==> src/rtl/multicycle_pkg.sv <==
// Shared encodings for the multi-cycle CPU control path and datapath.
package multicycle_pkg;

    // Opcodes, inst[15:12]
    localparam logic [3:0] OpBne   = 4'd0;
    localparam logic [3:0] OpBeq   = 4'd1;
    localparam logic [3:0] OpBgz   = 4'd2;
    localparam logic [3:0] OpBlz   = 4'd3;
    localparam logic [3:0] OpAdi   = 4'd4;
    localparam logic [3:0] OpOri   = 4'd5;
    localparam logic [3:0] OpLhi   = 4'd6;
    localparam logic [3:0] OpLwd   = 4'd7;
    localparam logic [3:0] OpSwd   = 4'd8;
    localparam logic [3:0] OpJmp   = 4'd9;
    localparam logic [3:0] OpJal   = 4'd10;
    localparam logic [3:0] OpRtype = 4'd15;

    // R-type func codes, inst[5:0]; 0-7 are plain ALU ops
    localparam logic [5:0] FuncJpr = 6'd25;
    localparam logic [5:0] FuncJrl = 6'd26;
    localparam logic [5:0] FuncWwd = 6'd28;
    localparam logic [5:0] FuncHlt = 6'd29;

    typedef enum logic [3:0] {
        StIf   = 4'd0,
        StId   = 4'd1,
        StExR  = 4'd2,
        StExI  = 4'd3,
        StWbR  = 4'd4,
        StWbI  = 4'd5,
        StMa   = 4'd6,
        StMr   = 4'd7,
        StWbM  = 4'd8,
        StMw   = 4'd9,
        StBr   = 4'd10,
        StExJ  = 4'd11,
        StWwd  = 4'd12,
        StHalt = 4'd13
    } state_e;

    typedef enum logic [2:0] {
        AluAdd = 3'b000,
        AluSub = 3'b001,
        AluAnd = 3'b010,
        AluOrr = 3'b011,
        AluNot = 3'b100,
        AluTcp = 3'b101,
        AluShl = 3'b110,
        AluShr = 3'b111
    } alu_op_e;

    typedef enum logic [1:0] {
        SrcBReg  = 2'b00,
        SrcBOne  = 2'b01,
        SrcBImm  = 2'b10,
        SrcBZero = 2'b11
    } alu_src_b_e;

    typedef enum logic [1:0] {
        PcSrcAlu    = 2'b00,
        PcSrcAluOut = 2'b01,
        PcSrcJump   = 2'b10
    } pc_source_e;

    typedef enum logic [1:0] {
        MemToRegAluOut = 2'b00,
        MemToRegMdr    = 2'b01,
        MemToRegPc     = 2'b10,
        MemToRegLhi    = 2'b11
    } mem_to_reg_e;

    typedef enum logic [1:0] {
        RegDstRt   = 2'b00,   // inst[9:8]
        RegDstRd   = 2'b01,   // inst[7:6]
        RegDstLink = 2'b10    // register 2
    } reg_dst_e;

    typedef enum logic [3:0] {
        ClsNop    = 4'd0,
        ClsRAlu   = 4'd1,
        ClsWwd    = 4'd2,
        ClsJpr    = 4'd3,
        ClsJrl    = 4'd4,
        ClsHlt    = 4'd5,
        ClsAdi    = 4'd6,
        ClsOri    = 4'd7,
        ClsLhi    = 4'd8,
        ClsLwd    = 4'd9,
        ClsSwd    = 4'd10,
        ClsBrCmp  = 4'd11,   // BNE/BEQ: compare A against B
        ClsBrZero = 4'd12,   // BGZ/BLZ: test A against zero
        ClsJmp    = 4'd13,
        ClsJal    = 4'd14
    } inst_class_e;

endpackage

==> src/rtl/inst_class_decode.sv <==
// Combinational instruction classifier: maps the IR to a class and the ALU op it needs.
module inst_class_decode
    import multicycle_pkg::*;
#(
    parameter int unsigned WORD_SIZE = 16
) (
    input  logic [WORD_SIZE-1:0] inst_i,
    output inst_class_e          inst_class_o,
    output alu_op_e              alu_op_o
);

    logic [3:0] opcode;
    logic [5:0] func;
    logic       unused_inst;

    assign opcode      = inst_i[WORD_SIZE-1 -: 4];
    assign func        = inst_i[5:0];
    assign unused_inst = ^inst_i[WORD_SIZE-5:6];

    // Classify opcode/func; anything undefined decodes as a NOP
    always_comb begin
        inst_class_o = ClsNop;
        alu_op_o     = AluAdd;
        case (opcode)
            OpBne, OpBeq: begin
                inst_class_o = ClsBrCmp;
                alu_op_o     = AluSub;
            end
            OpBgz, OpBlz: inst_class_o = ClsBrZero;
            OpAdi:        inst_class_o = ClsAdi;
            OpOri: begin
                inst_class_o = ClsOri;
                alu_op_o     = AluOrr;
            end
            OpLhi:        inst_class_o = ClsLhi;
            OpLwd:        inst_class_o = ClsLwd;
            OpSwd:        inst_class_o = ClsSwd;
            OpJmp:        inst_class_o = ClsJmp;
            OpJal:        inst_class_o = ClsJal;
            OpRtype: begin
                if (func[5:3] == 3'b000) begin
                    inst_class_o = ClsRAlu;
                    alu_op_o     = alu_op_e'(func[2:0]);
                end else begin
                    case (func)
                        FuncJpr: inst_class_o = ClsJpr;
                        FuncJrl: inst_class_o = ClsJrl;
                        FuncWwd: inst_class_o = ClsWwd;
                        FuncHlt: inst_class_o = ClsHlt;
                        default: inst_class_o = ClsNop;
                    endcase
                end
            end
            default: inst_class_o = ClsNop;
        endcase
    end

endmodule

==> src/rtl/multicycle_control.sv <==
// Multi-cycle control FSM: sequences the datapath one microstep per clock.
module multicycle_control
    import multicycle_pkg::*;
#(
    parameter int unsigned WORD_SIZE = 16
) (
    input  logic                 clk,
    input  logic                 reset_n,
    input  logic [WORD_SIZE-1:0] inst,
    input  logic                 mem_ready,
    output logic                 read_m1,
    output logic                 read_m2,
    output logic                 write_m2,
    output logic                 ir_write,
    output logic                 pc_write,
    output logic                 pc_write_cond,
    output logic                 reg_write,
    output logic                 write_port,
    output logic                 alu_src_a,
    output logic [1:0]           alu_src_b,
    output logic                 imm_zero_ext,
    output logic [2:0]           alu_op,
    output logic [1:0]           pc_source,
    output logic [1:0]           mem_to_reg,
    output logic [1:0]           reg_dst,
    output logic                 is_halted,
    output logic [WORD_SIZE-1:0] num_inst
);

    state_e               state_q, state_d;
    logic [WORD_SIZE-1:0] num_inst_q, num_inst_d;
    inst_class_e          inst_class;
    alu_op_e              dec_alu_op;
    logic                 retire;

    inst_class_decode #(
        .WORD_SIZE (WORD_SIZE)
    ) u_decode (
        .inst_i       (inst),
        .inst_class_o (inst_class),
        .alu_op_o     (dec_alu_op)
    );

    // Next-state and retire-count logic
    always_comb begin
        state_d = state_q;
        unique case (state_q)
            StIf: if (mem_ready) state_d = StId;
            StId: begin
                case (inst_class)
                    ClsRAlu, ClsWwd:    state_d = StExR;
                    ClsAdi, ClsOri:     state_d = StExI;
                    ClsLwd, ClsSwd:     state_d = StMa;
                    ClsBrCmp, ClsBrZero: state_d = StBr;
                    ClsJpr, ClsJrl:     state_d = StExJ;
                    ClsHlt:             state_d = StHalt;
                    default:            state_d = StIf;   // JMP, JAL, LHI, NOP
                endcase
            end
            StExR:  state_d = (inst_class == ClsWwd) ? StWwd : StWbR;
            StExI:  state_d = StWbI;
            StMa:   state_d = (inst_class == ClsSwd) ? StMw : StMr;
            StMr:   if (mem_ready) state_d = StWbM;
            StMw:   if (mem_ready) state_d = StIf;
            StWbR, StWbI, StWbM, StBr, StExJ, StWwd: state_d = StIf;
            StHalt: state_d = StHalt;
            default: state_d = StIf;
        endcase

        retire = ((state_d == StIf) && (state_q != StIf)) ||
                 ((state_d == StHalt) && (state_q != StHalt));
        num_inst_d = retire ? num_inst_q + {{(WORD_SIZE-1){1'b0}}, 1'b1} : num_inst_q;
    end

    // State and counter registers, synchronous active-low reset
    always_ff @(posedge clk) begin
        if (!reset_n) begin
            state_q    <= StIf;
            num_inst_q <= '0;
        end else begin
            state_q    <= state_d;
            num_inst_q <= num_inst_d;
        end
    end

    // Datapath controls decoded from the current state; all forced low during reset
    always_comb begin
        read_m1       = 1'b0;
        read_m2       = 1'b0;
        write_m2      = 1'b0;
        ir_write      = 1'b0;
        pc_write      = 1'b0;
        pc_write_cond = 1'b0;
        reg_write     = 1'b0;
        write_port    = 1'b0;
        alu_src_a     = 1'b0;
        alu_src_b     = SrcBReg;
        imm_zero_ext  = 1'b0;
        alu_op        = AluAdd;
        pc_source     = PcSrcAlu;
        mem_to_reg    = MemToRegAluOut;
        reg_dst       = RegDstRt;
        is_halted     = 1'b0;

        unique case (state_q)
            StIf: begin
                read_m1   = 1'b1;
                alu_src_b = SrcBOne;
                ir_write  = mem_ready;
                pc_write  = mem_ready;
            end
            StId: begin
                // ALUOut <- PC+1+sext(imm) for a possible branch
                alu_src_b = SrcBImm;
                case (inst_class)
                    ClsJmp: begin
                        pc_write  = 1'b1;
                        pc_source = PcSrcJump;
                    end
                    ClsJal: begin
                        pc_write   = 1'b1;
                        pc_source  = PcSrcJump;
                        reg_write  = 1'b1;
                        reg_dst    = RegDstLink;
                        mem_to_reg = MemToRegPc;
                    end
                    ClsLhi: begin
                        reg_write  = 1'b1;
                        reg_dst    = RegDstRt;
                        mem_to_reg = MemToRegLhi;
                    end
                    default: ;
                endcase
            end
            StExR: begin
                alu_src_a = 1'b1;
                alu_src_b = (inst_class == ClsWwd) ? SrcBZero : SrcBReg;
                alu_op    = dec_alu_op;
            end
            StWbR: begin
                reg_write = 1'b1;
                reg_dst   = RegDstRd;
            end
            StExI: begin
                alu_src_a    = 1'b1;
                alu_src_b    = SrcBImm;
                alu_op       = dec_alu_op;
                imm_zero_ext = (inst_class == ClsOri);
            end
            StWbI: reg_write = 1'b1;
            StMa: begin
                alu_src_a = 1'b1;
                alu_src_b = SrcBImm;
            end
            StMr: read_m2 = 1'b1;
            StWbM: begin
                reg_write  = 1'b1;
                mem_to_reg = MemToRegMdr;
            end
            StMw: write_m2 = 1'b1;
            StBr: begin
                pc_write_cond = 1'b1;
                pc_source     = PcSrcAluOut;
                alu_src_a     = 1'b1;
                alu_src_b     = (inst_class == ClsBrCmp) ? SrcBReg : SrcBZero;
                alu_op        = dec_alu_op;
            end
            StExJ: begin
                alu_src_a = 1'b1;
                alu_src_b = SrcBZero;
                pc_write  = 1'b1;
                if (inst_class == ClsJrl) begin
                    reg_write  = 1'b1;
                    reg_dst    = RegDstLink;
                    mem_to_reg = MemToRegPc;
                end
            end
            StWwd:  write_port = 1'b1;
            StHalt: is_halted  = 1'b1;
            default: ;
        endcase

        if (!reset_n) begin
            read_m1       = 1'b0;
            read_m2       = 1'b0;
            write_m2      = 1'b0;
            ir_write      = 1'b0;
            pc_write      = 1'b0;
            pc_write_cond = 1'b0;
            reg_write     = 1'b0;
            write_port    = 1'b0;
            alu_src_a     = 1'b0;
            alu_src_b     = 2'b00;
            imm_zero_ext  = 1'b0;
            alu_op        = 3'b000;
            pc_source     = 2'b00;
            mem_to_reg    = 2'b00;
            reg_dst       = 2'b00;
            is_halted     = 1'b0;
        end
    end

    assign num_inst = reset_n ? num_inst_q : '0;

endmodule

==> config.mk <==
export PLATFORM = sky130hd
export DESIGN_NAME = multicycle_control
export DESIGN_NICKNAME = d
export VERILOG_FILES = /design/src/rtl/multicycle_pkg.sv /design/src/rtl/inst_class_decode.sv /design/src/rtl/multicycle_control.sv
export SDC_FILE = /design/constraint.sdc
export NUM_CORES = 1
export LEC_CHECK = 0
export BUFFER_PORTS_ARGS = -buffer_cell sky130_fd_sc_hd__buf_2
export CAP_MARGIN = 25
export CORE_ASPECT_RATIO = 1.4
export CORE_UTILIZATION = 55
export DETAILED_ROUTE_END_ITERATION = 10
export GPL_TIMING_DRIVEN = 0
export PLACE_DENSITY = 0.82
export SYNTH_ARGS = -nofsm -noshare
export SYNTH_HDL_FRONTEND = slang
export SYNTH_SLANG_ARGS = --single-unit
==> constraint.sdc <==
create_clock -name clk -period 5.8 [get_ports clk]
set_input_delay 0 -clock clk [delete_from_list [all_inputs] [get_ports clk]]
set_output_delay 0 -clock clk [all_outputs]
set_load 0.02 [all_outputs]
==> results.sh <==
export IMPL_drt_wl_total_um=5742
export IMPL_dieArea_mm2=0.003943
export IMPL_leakagePower_nw=1.082
export IMPL_pwr_share_clk_pct=25.0
export IMPL_critPathMaxFanout=10
export IMPL_setup_tns_ps=0
export IMPL_final_cells=374
export IMPL_p_switching_mw=0.1302
export IMPL_h_tree_depth=1
export IMPL_port_buffers=50
export IMPL_cts_tree="built"
export IMPL_grt_pass1_vias=2151
export IMPL_synthXorXnorAreaFrac_pct=0.4313
export IMPL_ys_seq_elements=20
export IMPL_vias=2315
export IMPL_slowest_stage="or4b_1"
export IMPL_ios=57
export IMPL_crit_family="compound AO/OA/AOI/OAI gates"
export IMPL_synth_edf_count=0
export IMPL_clk_pin_slew_ps=70
export IMPL_yosysWarnings=0
export IMPL_skew_ps=4.210
export IMPL_hold_buffers=0
export IMPL_core_area_mm2=0.003441
export IMPL_cts_sinks=20
export IMPL_syn_to_final_growth_pct=16.82
export IMPL_drt_iter0_markers=111
export IMPL_finalInstanceArea_mm2=0.002372
export IMPL_tightest_slew_ps=652.9
export IMPL_clk_latency_ps=260
export IMPL_grt_met1_usage_pct=32.34
export IMPL_antenna_cells=0
export IMPL_grt_ovfl_total=0
export IMPL_p_int_mw=0.2325
export IMPL_muxShareOfSynthArea_pct=7.763
export IMPL_dp_cells=371
export IMPL_powerDensity_mw_per_mm2=152.9
export IMPL_synthCells=281
export IMPL_routed_via_density=6.190
export IMPL_status="finished clean"
export IMPL_use_met3_pct=2.070
export IMPL_cp_arrival_ps=3500
export IMPL_post_cts_buffers=0
export IMPL_clock_fmax_mhz=298.1
export IMPL_pwr_share_seq_pct=39.8
export IMPL_layout_min_cycle_time_ps=3354
export IMPL_syn_area_mm2=0.002031
export IMPL_clock_path_buffers=2
export IMPL_ys_dominant_reg_cell="dfxtp_1"
export IMPL_drc_errors=0
export IMPL_combPwrFrac_pct=35.2
export IMPL_dpl_hpwl_um=4488
export IMPL_synth_seq_area_share_pct=19.72
export IMPL_max_stage_delay_ps=580
export IMPL_grt_busiest_layer="met2"
export IMPL_postSynth_asyncResetShare_pct=0
export IMPL_placed_area_mm2=0.002331
export IMPL_drtPass1Iterations=5
export IMPL_crit_buf_inv=2
export IMPL_p_sw_share_pct=35.90
export IMPL_start_util_pct=59.02
export IMPL_synth_top_family_by_area="simple AND/OR/NAND/NOR gates"
export IMPL_synth_adder_area_share_pct=3.697
export IMPL_grt_max_degree=11
export IMPL_die_y_um=73.90
export IMPL_worst_setup_path_start_kind="flop"
export IMPL_worstSetupEndpointType="flop"
export IMPL_syn_num_nets=306
export IMPL_use_met2_pct=60.14
export IMPL_track_usage_pct=31.51
export IMPL_syn_area_per_cell_um2=7.227
export IMPL_irDropWorstVdd_mv=0.1730
export IMPL_crit_required_ps=5950
export IMPL_grt_first_pass_wirelength_um=9259
export IMPL_worstSetupPathType="flop to flop"
export IMPL_layout_commonest_cell="buf_2"
export IMPL_rsz0062_at_grt="no"
export IMPL_relSlewSlack_pct=56.07
export IMPL_ant_nets=0
export IMPL_wl_per_cell_um=15.35
export IMPL_numCtsBuffers=3
export IMPL_synth_distinct_cells=53
export IMPL_final_cell_mix="buf_2 (54), nor2_1 (36), and2_1 (24)"
export IMPL_grt_antenna_before_repair=0
export IMPL_crit_path_cell_trace="clkbuf_1 -> or4b_1 -> a21oi_1 -> a222oi_1 -> a32oi_1 -> nand4b_1 -> buf_4 -> a21oi_2 -> mux2_1"
export IMPL_post_route_period_util_pct=57.83
export IMPL_cts_root_buf="clkbuf_8"
export IMPL_drive_gt1_share_pct=23.35
export IMPL_rows=25
export IMPL_yosys_area_share_simple_pct=39.49
export IMPL_die_w_um=53.36
export IMPL_synth_compound_area_share_pct=22.92
export IMPL_slew_viol_final=0
export IMPL_finalSetupViolCount=0
export IMPL_total_power_mw=0.3627
export IMPL_timing_final_hold_violations=0
export IMPL_layout_nets=361
export IMPL_gp_congestion=1.039
export IMPL_hold_class="input port to flop"
export IMPL_maxCapViolCount=0
export IMPL_ctsResizeCount=0
export IMPL_r2r_setup_slack_ps=2450
==> cell families after synthesis <==
kind of cell | after synthesis
AND/OR/NAND/NOR | 149
AO/OA/AOI/OAI | 65
buffers and inverters | 26
flip-flops | 20
multiplexers | 14
adder cells (fa/ha/maj) | 6
XOR/XNOR | 1
==> synth_stat cells, drive strengths merged (2+ instances only) <==
library cell | n | share of area [%]
nand3b | 5 | 1.8
nor3 | 9 | 2.2
ha | 6 | 3.7
mux2 | 14 | 7.8
a21o | 4 | 1.5
o22ai | 2 | 0.62
and2 | 24 | 7.4
nor2b | 3 | 0.92
o21a | 2 | 0.74
dfxtp | 20 | 20
a31oi | 3 | 0.92
nand4 | 6 | 1.8
inv | 5 | 0.92
a32o | 2 | 0.99
nor3b | 2 | 0.74
and3 | 8 | 2.5
nor4 | 3 | 0.92
nor2 | 36 | 6.7
nand2b | 6 | 1.8
a211o | 5 | 2.2
a211oi | 3 | 1.4
buf | 8 | 2.6
nor4bb | 2 | 0.99
o21ai | 9 | 2.2
a21oi | 25 | 7.5
and4b | 2 | 0.99
and4 | 2 | 0.86
nand3 | 14 | 3.5
clkbuf | 13 | 2.4
nand2 | 21 | 3.9
==> power by group through the flow <==
stage	clock, mW	sequential, mW	combinational [mW]
after floorplan	0	0.146	0.0918
after global placement	0	0.147	0.124
after detailed placement	0	0.147	0.125
after CTS	0.0924	0.144	0.126
after global routing	0.0986	0.145	0.141
final	0.0907	0.144	0.128
==> final cells by class <==
type | instances | area (um^2)
multi-input combinational | 235 | 1509
fill | 327 | 1069
sequential | 20 | 400.4
timing repair buffer | 50 | 250.2
buffer | 21 | 102.6
tap | 40 | 50.05
clock buffer | 3 | 41.29
inverter | 5 | 18.77
==> tightest hold or removal path, stage by stage <==
cell and delay [ps]:
buf_2 170, and2_1 160, mux2_1 110
==> state kept, by name, indices dropped and copies added (netlist names) <==
name / cells
state_q: 4
num_inst_q: 16
==> worst paths after layout <==
| check | to | cells past startpoint | startpoint |
|---|---|---|---|
| hold reg to reg | num_inst_q[0]$_SDFFE_PN0P_ | 2 | num_inst_q[0]$_SDFFE_PN0P_ |
| hold / removal | num_inst_q[15]$_SDFFE_PN0P_ | 3 | reset_n |
| setup reg to reg | num_inst_q[7]$_SDFFE_PN0P_ | 9 | state_q[0]$_SDFF_PN0_ |
| setup / recovery | num_inst_q[7]$_SDFFE_PN0P_ | 9 | state_q[0]$_SDFF_PN0_ |
==> through the flow <==
stage	setup slack, ps	hold WS (ps)	utilization, %
2_1_floorplan	2813	126.9	-
3_3_place_gp	2419	354.2	67.75
3_5_place_dp	2379	357.6	67.75
4_1_cts	2528	204.0	68.95
5_1_grt	2266	224.0	68.95
6_report	2446	202.0	68.95
==> per-layer routing <==
metal  routed length, um  share of wire [%]
met5                   0                  0
met4                 194                3.4
met3                 349                6.1
met2                2992                 52
met1                2205                 38
No activity file was read; power rests on OpenSTA's default activity.
